## config.mk

```make
export PLATFORM = sky130hd
export DESIGN_NAME = virtq_notify_arbiter
export DESIGN_NICKNAME = d
export VERILOG_FILES = /design/src/rtl/virtq_pkg.sv /design/src/rtl/virtq_rr_pick.sv /design/src/rtl/virtq_notify_arbiter.sv
export SDC_FILE = /design/constraint.sdc
export NUM_CORES = 1
export LEC_CHECK = 0
export CAP_MARGIN = 20
export CELL_PAD_IN_SITES_DETAIL_PLACEMENT = 1
export CELL_PAD_IN_SITES_GLOBAL_PLACEMENT = 1
export CORE_MARGIN = 2
export CORE_UTILIZATION = 40
export CTS_BUF_LIST = sky130_fd_sc_hd__clkbuf_2 sky130_fd_sc_hd__clkbuf_4 sky130_fd_sc_hd__clkbuf_8
export DETAILED_ROUTE_END_ITERATION = 10
export GPL_ROUTABILITY_DRIVEN = 0
export GPL_TIMING_DRIVEN = 0
export PLACE_DENSITY = 0.92
export SLEW_MARGIN = 10
export SYNTH_ARGS = -nofsm -noshare
export SYNTH_HDL_FRONTEND = slang
export SYNTH_HIERARCHICAL = 1
export SYNTH_SLANG_ARGS = --single-unit
```

## constraint.sdc

```tcl
create_clock -name clk -period 5.1 [get_ports clk]
set_clock_uncertainty 0.05 [all_clocks]
set_input_delay 1.02 -clock clk [delete_from_list [all_inputs] [get_ports clk]]
set_output_delay 1.02 -clock clk [all_outputs]
set_load 0.02 [all_outputs]
```

## src/rtl/virtq_pkg.sv

```systemverilog
// Shared constants and FSM state type for the virtqueue notify arbiter.
package virtq_pkg;
  localparam int VIRTQ_NUM_QUEUES = 3;
  localparam int VIRTQ_QID_W      = 2;
  localparam int VIRTQ_CNT_W      = 8;

  typedef enum logic {
    IDLE  = 1'b0,
    OFFER = 1'b1
  } virtq_state_e;
endpackage

```

## src/rtl/virtq_rr_pick.sv

```systemverilog
// Combinational round-robin pick: first set bit of eligible at or after rr_ptr, wrapping.
module virtq_rr_pick #(
  parameter int NUM_QUEUES = 3,
  parameter int QID_W      = 2
) (
  input  logic [NUM_QUEUES-1:0] eligible,
  input  logic [QID_W-1:0]      rr_ptr,
  output logic                  found,
  output logic [QID_W-1:0]      index
);
  always_comb begin
    int j;
    found = 1'b0;
    index = '0;
    j     = 0;
    for (int i = 0; i < NUM_QUEUES; i++) begin
      // Explicit wrap keeps non-power-of-2 queue counts correct.
      j = int'(rr_ptr) + i;
      if (j >= NUM_QUEUES) j = j - NUM_QUEUES;
      if (!found && eligible[j]) begin
        found = 1'b1;
        index = QID_W'(j);
      end
    end
  end
endmodule

```

## src/rtl/virtq_notify_arbiter.sv

```systemverilog
// Round-robin arbiter turning virtqueue notify pulses into one-at-a-time service offers.
// Optional per-queue coalesce counters are built when VIRTQ_NOTIFY_STATS_EN is defined.
module virtq_notify_arbiter
  import virtq_pkg::*;
#(
  parameter int NUM_QUEUES = VIRTQ_NUM_QUEUES,
  parameter int QID_W      = VIRTQ_QID_W,
  parameter int CNT_W      = VIRTQ_CNT_W
) (
  input  logic                        clk,
  input  logic                        csr_rst,
  input  logic [NUM_QUEUES-1:0]       notify_set,
  input  logic [NUM_QUEUES-1:0]       queue_enable,
  output logic                        req_valid,
  output logic [QID_W-1:0]            req_qid,
  input  logic                        req_ready,
  input  logic                        done_valid,
  input  logic [QID_W-1:0]            done_qid,
`ifdef VIRTQ_NOTIFY_STATS_EN
  output logic [NUM_QUEUES*CNT_W-1:0] coalesce_cnt,
  input  logic                        stats_clr,
`endif
  output logic [NUM_QUEUES-1:0]       pending,
  output logic [NUM_QUEUES-1:0]       busy
);
  if (NUM_QUEUES < 2 || NUM_QUEUES > 32 || (2 ** QID_W) < NUM_QUEUES || CNT_W < 1) begin : g_bad_param
    $error("virtq_notify_arbiter: illegal parameter combination");
  end

  virtq_state_e            state_q, state_d;
  logic [QID_W-1:0]        req_qid_q, req_qid_d;
  logic [QID_W-1:0]        rr_ptr_q, rr_ptr_d, pick_ptr, pick_idx;
  logic [NUM_QUEUES-1:0]   pending_q, pending_d, busy_q, busy_d;
  logic [NUM_QUEUES-1:0]   sel, hs_hit, done_hit, pick_mask;
  logic                    hs, kill, pick_found;

  assign req_valid = (state_q == OFFER);
  assign req_qid   = req_qid_q;
  assign pending   = pending_q;
  assign busy      = busy_q;

  assign hs   = req_valid & req_ready;
  // Offered queue lost its enable: withdraw the offer on this edge.
  assign kill = req_valid & ~|(sel & queue_enable);

  for (genvar q = 0; q < NUM_QUEUES; q++) begin : g_q
    assign sel[q]      = (req_qid_q == QID_W'(q));
    assign hs_hit[q]   = hs & sel[q];
    assign done_hit[q] = done_valid & (done_qid == QID_W'(q)) & busy_q[q];
    // A coincident done frees the queue for this cycle's pick; the granted queue is excluded.
    assign pick_mask[q] = pending_q[q] & queue_enable[q] & ~(busy_q[q] & ~done_hit[q]) & ~hs_hit[q];

    always_comb begin
      pending_d[q] = pending_q[q];
      busy_d[q]    = busy_q[q];
      if (!queue_enable[q]) begin
        pending_d[q] = 1'b0;
        busy_d[q]    = 1'b0;
      end else begin
        if (notify_set[q])   pending_d[q] = 1'b1;
        else if (hs_hit[q])  pending_d[q] = 1'b0;
        if (hs_hit[q])       busy_d[q] = 1'b1;
        else if (done_hit[q]) busy_d[q] = 1'b0;
      end
    end
  end

  assign pick_ptr = !hs ? rr_ptr_q :
                    (req_qid_q == QID_W'(NUM_QUEUES - 1)) ? '0 : req_qid_q + QID_W'(1);

  virtq_rr_pick #(
    .NUM_QUEUES (NUM_QUEUES),
    .QID_W      (QID_W)
  ) u_pick (
    .eligible (pick_mask),
    .rr_ptr   (pick_ptr),
    .found    (pick_found),
    .index    (pick_idx)
  );

  always_ff @(posedge clk or posedge csr_rst) begin
    if (csr_rst) state_q <= IDLE;
    else         state_q <= state_d;
  end

  always_comb begin
    state_d = state_q;
    case (state_q)
      IDLE:    if (pick_found) state_d = OFFER;
      OFFER: begin
        if (kill)    state_d = IDLE;
        else if (hs) state_d = pick_found ? OFFER : IDLE;
      end
      default: state_d = IDLE;
    endcase
  end

  always_comb begin
    req_qid_d = req_qid_q;
    rr_ptr_d  = rr_ptr_q;
    if (hs) rr_ptr_d = pick_ptr;
    if (state_d == OFFER && (state_q == IDLE || hs)) req_qid_d = pick_idx;
  end

  always_ff @(posedge clk or posedge csr_rst) begin
    if (csr_rst) begin
      req_qid_q <= '0;
      rr_ptr_q  <= '0;
      pending_q <= '0;
      busy_q    <= '0;
    end else begin
      req_qid_q <= req_qid_d;
      rr_ptr_q  <= rr_ptr_d;
      pending_q <= pending_d;
      busy_q    <= busy_d;
    end
  end

`ifdef VIRTQ_NOTIFY_STATS_EN
  logic [NUM_QUEUES-1:0][CNT_W-1:0] cnt_q;

  // Counts notifies absorbed into an already-pending flag; saturates.
  always_ff @(posedge clk or posedge csr_rst) begin
    if (csr_rst) begin
      cnt_q <= '0;
    end else if (stats_clr) begin
      cnt_q <= '0;
    end else begin
      for (int q = 0; q < NUM_QUEUES; q++)
        if (notify_set[q] && queue_enable[q] && pending_q[q] && !(&cnt_q[q]))
          cnt_q[q] <= cnt_q[q] + CNT_W'(1);
    end
  end

  assign coalesce_cnt = cnt_q;
`endif
endmodule

```

# Word level (Yosys, flattened, before mapping)
# Index checks and enable logic that the tools add are counted.
# W data, S select, Z words.
# op_classes
n_addsub,6
magnitude_cmp,6
n_eq_ne,10
n_mux,42
bitwise,34
reduce_logical,10
# op_table
op,n
$lt A32 B4 Y1 const B,3
$mux W32,3
$ge A32 B3 Y1 const B,2
$sub A32 B3 Y32 const B,2
$mux W1,30
$and A1 B1 Y1,23
$mux W2,5
$not A1 Y1,10
$ne A3 B1 Y1 const B,3
$ne A3 B2 Y1 const B,3
$bmux W1 S2,3
$eq A2 B1 Y1 const B,2
$eq A2 B2 Y1 const B,2
$logic_not A2 Y1,2
$add A2 B1 Y3 const B,1
$add A2 B2 Y3 const B,1
$and A3 B3 Y3,1
$logic_and A1 B1 Y1,3
$logic_not A1 Y1,3
$reduce_or A3 Y1,1
$sub A2 B2 Y3 const B,1
$add A2 B1 Y2 const B,1
$ge A2 B2 Y1 const B,1
$pmux W1 S2,1
$logic_or A1 B1 Y1,1
# totals
regBits,11
in_bits,12
output_inout_bits,9
wordCells,117

# Logic depth before layout (Yosys ltp)
# depth
depth_word,23
mapped_depth,13

# By module
# Netlist, hierarchy kept.
# by_module_without_submodules
mod,n_inst,cells_per_inst,area_each_um2,seq_area_each_um2
virtq_notify_arbiter,1,61,600.6,275.3
virtq_rr_pick,1,32,251.5,0.0

# Worst setup path after synthesis
# No wires, ideal clock.
# synth_timing
kind,in2reg
startpoint,input req_ready
endpoint,register req_qid_q[1] (netlist: req_qid[1])
setup_ns,0.126
arrival_time_ns,2.887
required_time_ns,4.924
path_slack_ns,2.037
path_stages,13
path_cell_list,buf_2 and4bb_2 a21o_1 inv_1 ha_1 buf_6 nor2b_2 o21ai_1 a311oi_1 o32a_1 nand2b_1 a21oi_1 o22ai_1
# synth_rtl
item,line_no,rtl
from (decl),virtq_notify_arbiter.sv:16,"input logic req_ready,"
$and A1 B1 Y1 *,virtq_notify_arbiter.sv:42,assign hs = req_valid & req_ready;
$mux W2 *,virtq_notify_arbiter.sv:68,assign pick_ptr = !hs ? rr_ptr_q :
named net pick_ptr[0],virtq_notify_arbiter.sv:32,"logic [QID_W-1:0] rr_ptr_q, rr_ptr_d, pick_ptr, pick_idx;"
"parallel branches: the longest is 11 deep, another holds $sub A32 B3 Y32",n/a,
$mux W2 *,virtq_rr_pick.sv:20,if (!found && eligible[j]) begin
named net pick_idx[1],virtq_notify_arbiter.sv:32,
to (signal assigned),virtq_notify_arbiter.sv:112,req_qid_q <= req_qid_d;
to (decl),virtq_notify_arbiter.sv:31,"logic [QID_W-1:0] req_qid_q, req_qid_d;"
# Mark *: on every way through the listed nets, which the timed path passes. The select of a mux whose other input is x is not followed.
# A chain may end at the register's enable or synchronous reset.

# Worst setup path after layout
# layout_timing
startpoint,input done_valid
endpoint,register req_qid_q[1] (netlist: req_qid[1])
# layout_rtl
item,line_no,rtl
from (decl),virtq_notify_arbiter.sv:17,"input logic done_valid,"
$and A1 B1 Y1 * (2 in a row),virtq_notify_arbiter.sv:49,assign done_hit[q] = done_valid & (done_qid == QID_W'(q)) & busy_q[q];
$not A1 Y1 *,virtq_notify_arbiter.sv:51,assign pick_mask[q] = pending_q[q] & queue_enable[q] & ~(busy_q[q] & ~done_hit[q]) & ~hs_hit[q];
$and A1 B1 Y1 *,virtq_notify_arbiter.sv:51,
$not A1 Y1 *,virtq_notify_arbiter.sv:51,
$and A1 B1 Y1 * (2 in a row),virtq_notify_arbiter.sv:51,
named net pick_mask[0],virtq_notify_arbiter.sv:34,"logic [NUM_QUEUES-1:0] sel, hs_hit, done_hit, pick_mask;"
$bmux W1 S2,virtq_rr_pick.sv:20,
$mux W1 (not written as such) (2 in a row),virtq_rr_pick.sv:20,
$mux W1,virtq_rr_pick.sv:20,
$logic_not A1 Y1,virtq_rr_pick.sv:20,
$logic_and A1 B1 Y1,virtq_rr_pick.sv:20,
$mux W1,virtq_rr_pick.sv:20,
$logic_not A1 Y1,virtq_rr_pick.sv:20,
$logic_and A1 B1 Y1,virtq_rr_pick.sv:20,
$mux W2 *,virtq_rr_pick.sv:20,
named net pick_idx[1],virtq_notify_arbiter.sv:32,
# The timed path passes the listed nets; every way through them passes the cells marked *. The select of a mux whose other input is x is not followed.

==> impl_metrics.tcl <==
set metrics [dict create \
    syn-instance-count 93 \
    drt_iter0_drc 9 \
    cp.arrival_ps 3430 \
    grt_max_degree 12 \
    synth_nets 108 \
    yosys.area.top_type "dfrtp_1" \
    holdBufCountCts 0 \
    first_global_vias 864 \
    start_util 0.430 \
    cp-end-kind "flip-flop" \
    detailed_place_hpwl_mm 1.68 \
    seq_area_frac_synth 0.323 \
    dieArea_mm2 0.00252 \
    drive_gt1_frac 0.129 \
    fin_crit_ps 3330 \
    rsz0062_at_grt "false" \
    cp_max_fo 5 \
    drtPass1Iterations 4 \
    synth-main-ff-cell "dfrtp_1" \
    hold_viol 0 \
    wire_per_inst_um 14.9 \
    fin_cells 143 \
    num_rows 16 \
    start_kind "input port" \
    cts_buffers 3 \
    synth_area_leaders "dfrtp_1 (32%), nand2_1 (4.8%), mux2i_1 (4.7%)" \
    final_net_count 132 \
    synthesis.area_um2 852 \
    clock.fmax_mhz 300 \
    cts_root_buffer "clkbuf_4" \
    pin_count 21 \
    wirelength_mm 2.13 \
    die_w_um 50.2 \
    timing.setup.tns_ps 0 \
    yosys.area.top_type_share 0.323 \
    slew_headroom 0.710 \
    via_per_inst 5.52 \
    postLayoutCellArea_mm2 0.00111 \
    totalPowerFinal_uw 528 \
    clockBufferDepth 2 \
    fillers 230 \
    globalRouteOverflowTotal 0 \
    track_usage 0.196 \
    ir_drop_mv 0.212 \
    core_mm2 0.00198 \
    hp-class "flip-flop to flip-flop" \
    synthTopCellsByCount "dfrtp_1 (11), nand2_1 (11), a21oi_1 (6), inv_1 (6), nand3b_1 (5)" \
    dp_slack_ps 1530 \
    placedCellCount 139 \
    grt_first_pass_wirelength_mm 3.84 \
    post_synth_num_cell_types 38 \
    timing.final.crit_share 0.653 \
    critPathRequiredTime_ps 5200 \
    ctsResizeCount 0 \
    io_buffers 19 \
    syn-mean-instance-area_um2 9.16 \
    antenna_left 0 \
    maxSlewViolCount 0 \
    synth-edff-count 0 \
    p_leak_uw 0.000491 \
    finalWorstSetupSlack_ps 1770 \
    yosysWarnings 6 \
    ctsHtreeMaxLevel 1 \
    finalSetupViolations 0 \
    power-per-cell-area_mw_per_mm2 477 \
    criticalPathCategory "input port to flip-flop" \
    die_y_um 50.2 \
    maxCapViolations 0 \
    antenna_found_initial 0 \
    drcViolationCount 0 \
    diodes 0 \
    cts_sinks 11 \
    status "completed" \
    cts_tree "built" \
    cts.clk_slew.worst_paths_ps 80 \
    ys_ff_latch 11 \
    area_delta_synth_final_pct 29.8 \
    vias 789 \
    post-cts-setup-buffers 0 \
    insertion_delay_ps 270 \
    max_slew.worst_pin.slew_ps 435 \
    async_reset_ff_frac 1.00 \
    placed_area_mm2 0.00108 \
]
-- worst paths after layout --
check                            start     endpoint  slack [ps]  cells past startpoint
setup / recovery            done_valid   req_qid[1]        1770                     11
min in group asynchronous      csr_rst      busy[2]         990                      2
hold / removal             rr_ptr_q[0]  rr_ptr_q[0]         430                      1
hold reg to reg            rr_ptr_q[0]  rr_ptr_q[0]         430                      1
setup reg to reg            req_qid[0]   req_qid[1]        2430                     12
max in group asynchronous      csr_rst      busy[0]        3710                      2
-- sequential cells by signal, summed over array words and instances, names as in the netlist --
name and count:
rr_ptr_q 2, pending 3, busy 3, req_qid 2
req_valid 1
-- through the flow --
step                      hold WS (ps)   util
after floorplan                    400      -
after global placement             409  0.543
after detailed placement           421  0.543
after CTS                          438  0.558
after global routing               476  0.558
final                              434  0.558
-- layout make-up --
cell class	count	area (µm²)	area share
plain buffers	3	27.5	0.0249
flip-flops and latches	11	275	0.249
inverters	6	22.5	0.0204
clock buffers	4	30.0	0.0271
repair buffers	19	190	0.172
well taps	27	33.8	0.0305
multi-input cells	73	527	0.476
-- power by group --
group / switching, µW / internal, µW
sequential: 25.3 / 109
combinational: 166 / 160
clock: 31.1 / 35.6
total: 222 / 305
-- layout by cell type, fill, tap and decap left out, types with 2 or more instances in the layout --
| cell type | netlist | layout |
|---|---|---|
| mux2i_1 | 4 | 4 |
| o21ai_0 | 3 | 3 |
| a311oi_1 | 2 | 2 |
| clkbuf_4 | 0 | 4 |
| a21o_1 | 4 | 4 |
| inv_1 | 6 | 6 |
| a21oi_1 | 6 | 6 |
| ha_1 | 3 | 3 |
| nand3b_1 | 5 | 5 |
| dfrtp_1 | 11 | 11 |
| nand2_1 | 11 | 11 |
| buf_6 | 2 | 2 |
| nand4b_1 | 2 | 2 |
| o21ai_1 | 2 | 2 |
| and4b_2 | 2 | 2 |
| nor2b_1 | 3 | 3 |
| nor2_1 | 3 | 3 |
| clkdlybuf4s50_1 | 0 | 19 |
| and3_1 | 3 | 3 |
-- layer usage --
| metal | up-vias | global-route usage | part of all wire |
|---|---|---|---|
| met5 | - | 0 | 0 |
| met4 | 0 | 0.0694 | 0.015 |
| met3 | 4 | 0.0179 | 0.038 |
| met2 | 19 | 0.362 | 0.52 |
| met1 | 385 | 0.232 | 0.43 |
| li1 | 381 | - | - |
-- cells by family after synthesis --
logic type | Yosys count | share of synthesized area
flops | 11 | 0.323
buf+inv | 9 | 0.0587
mux | 5 | 0.0646
compound gates | 26 | 0.203
fa+ha+maj | 3 | 0.0441
simple gates | 39 | 0.307
-- worst max-delay path, stage by stage --
cell             delay, ps
clkdlybuf4s50_1        500
or3b_1                 350
a21oi_1                220
and3_1                 340
mux2i_1                110
o21ai_1                240
a311oi_1                80
o32a_1                 190
nand2b_1               150
a21oi_1                120
o22ai_1                100
Note: power is estimated with default switching activity, not from simulation.
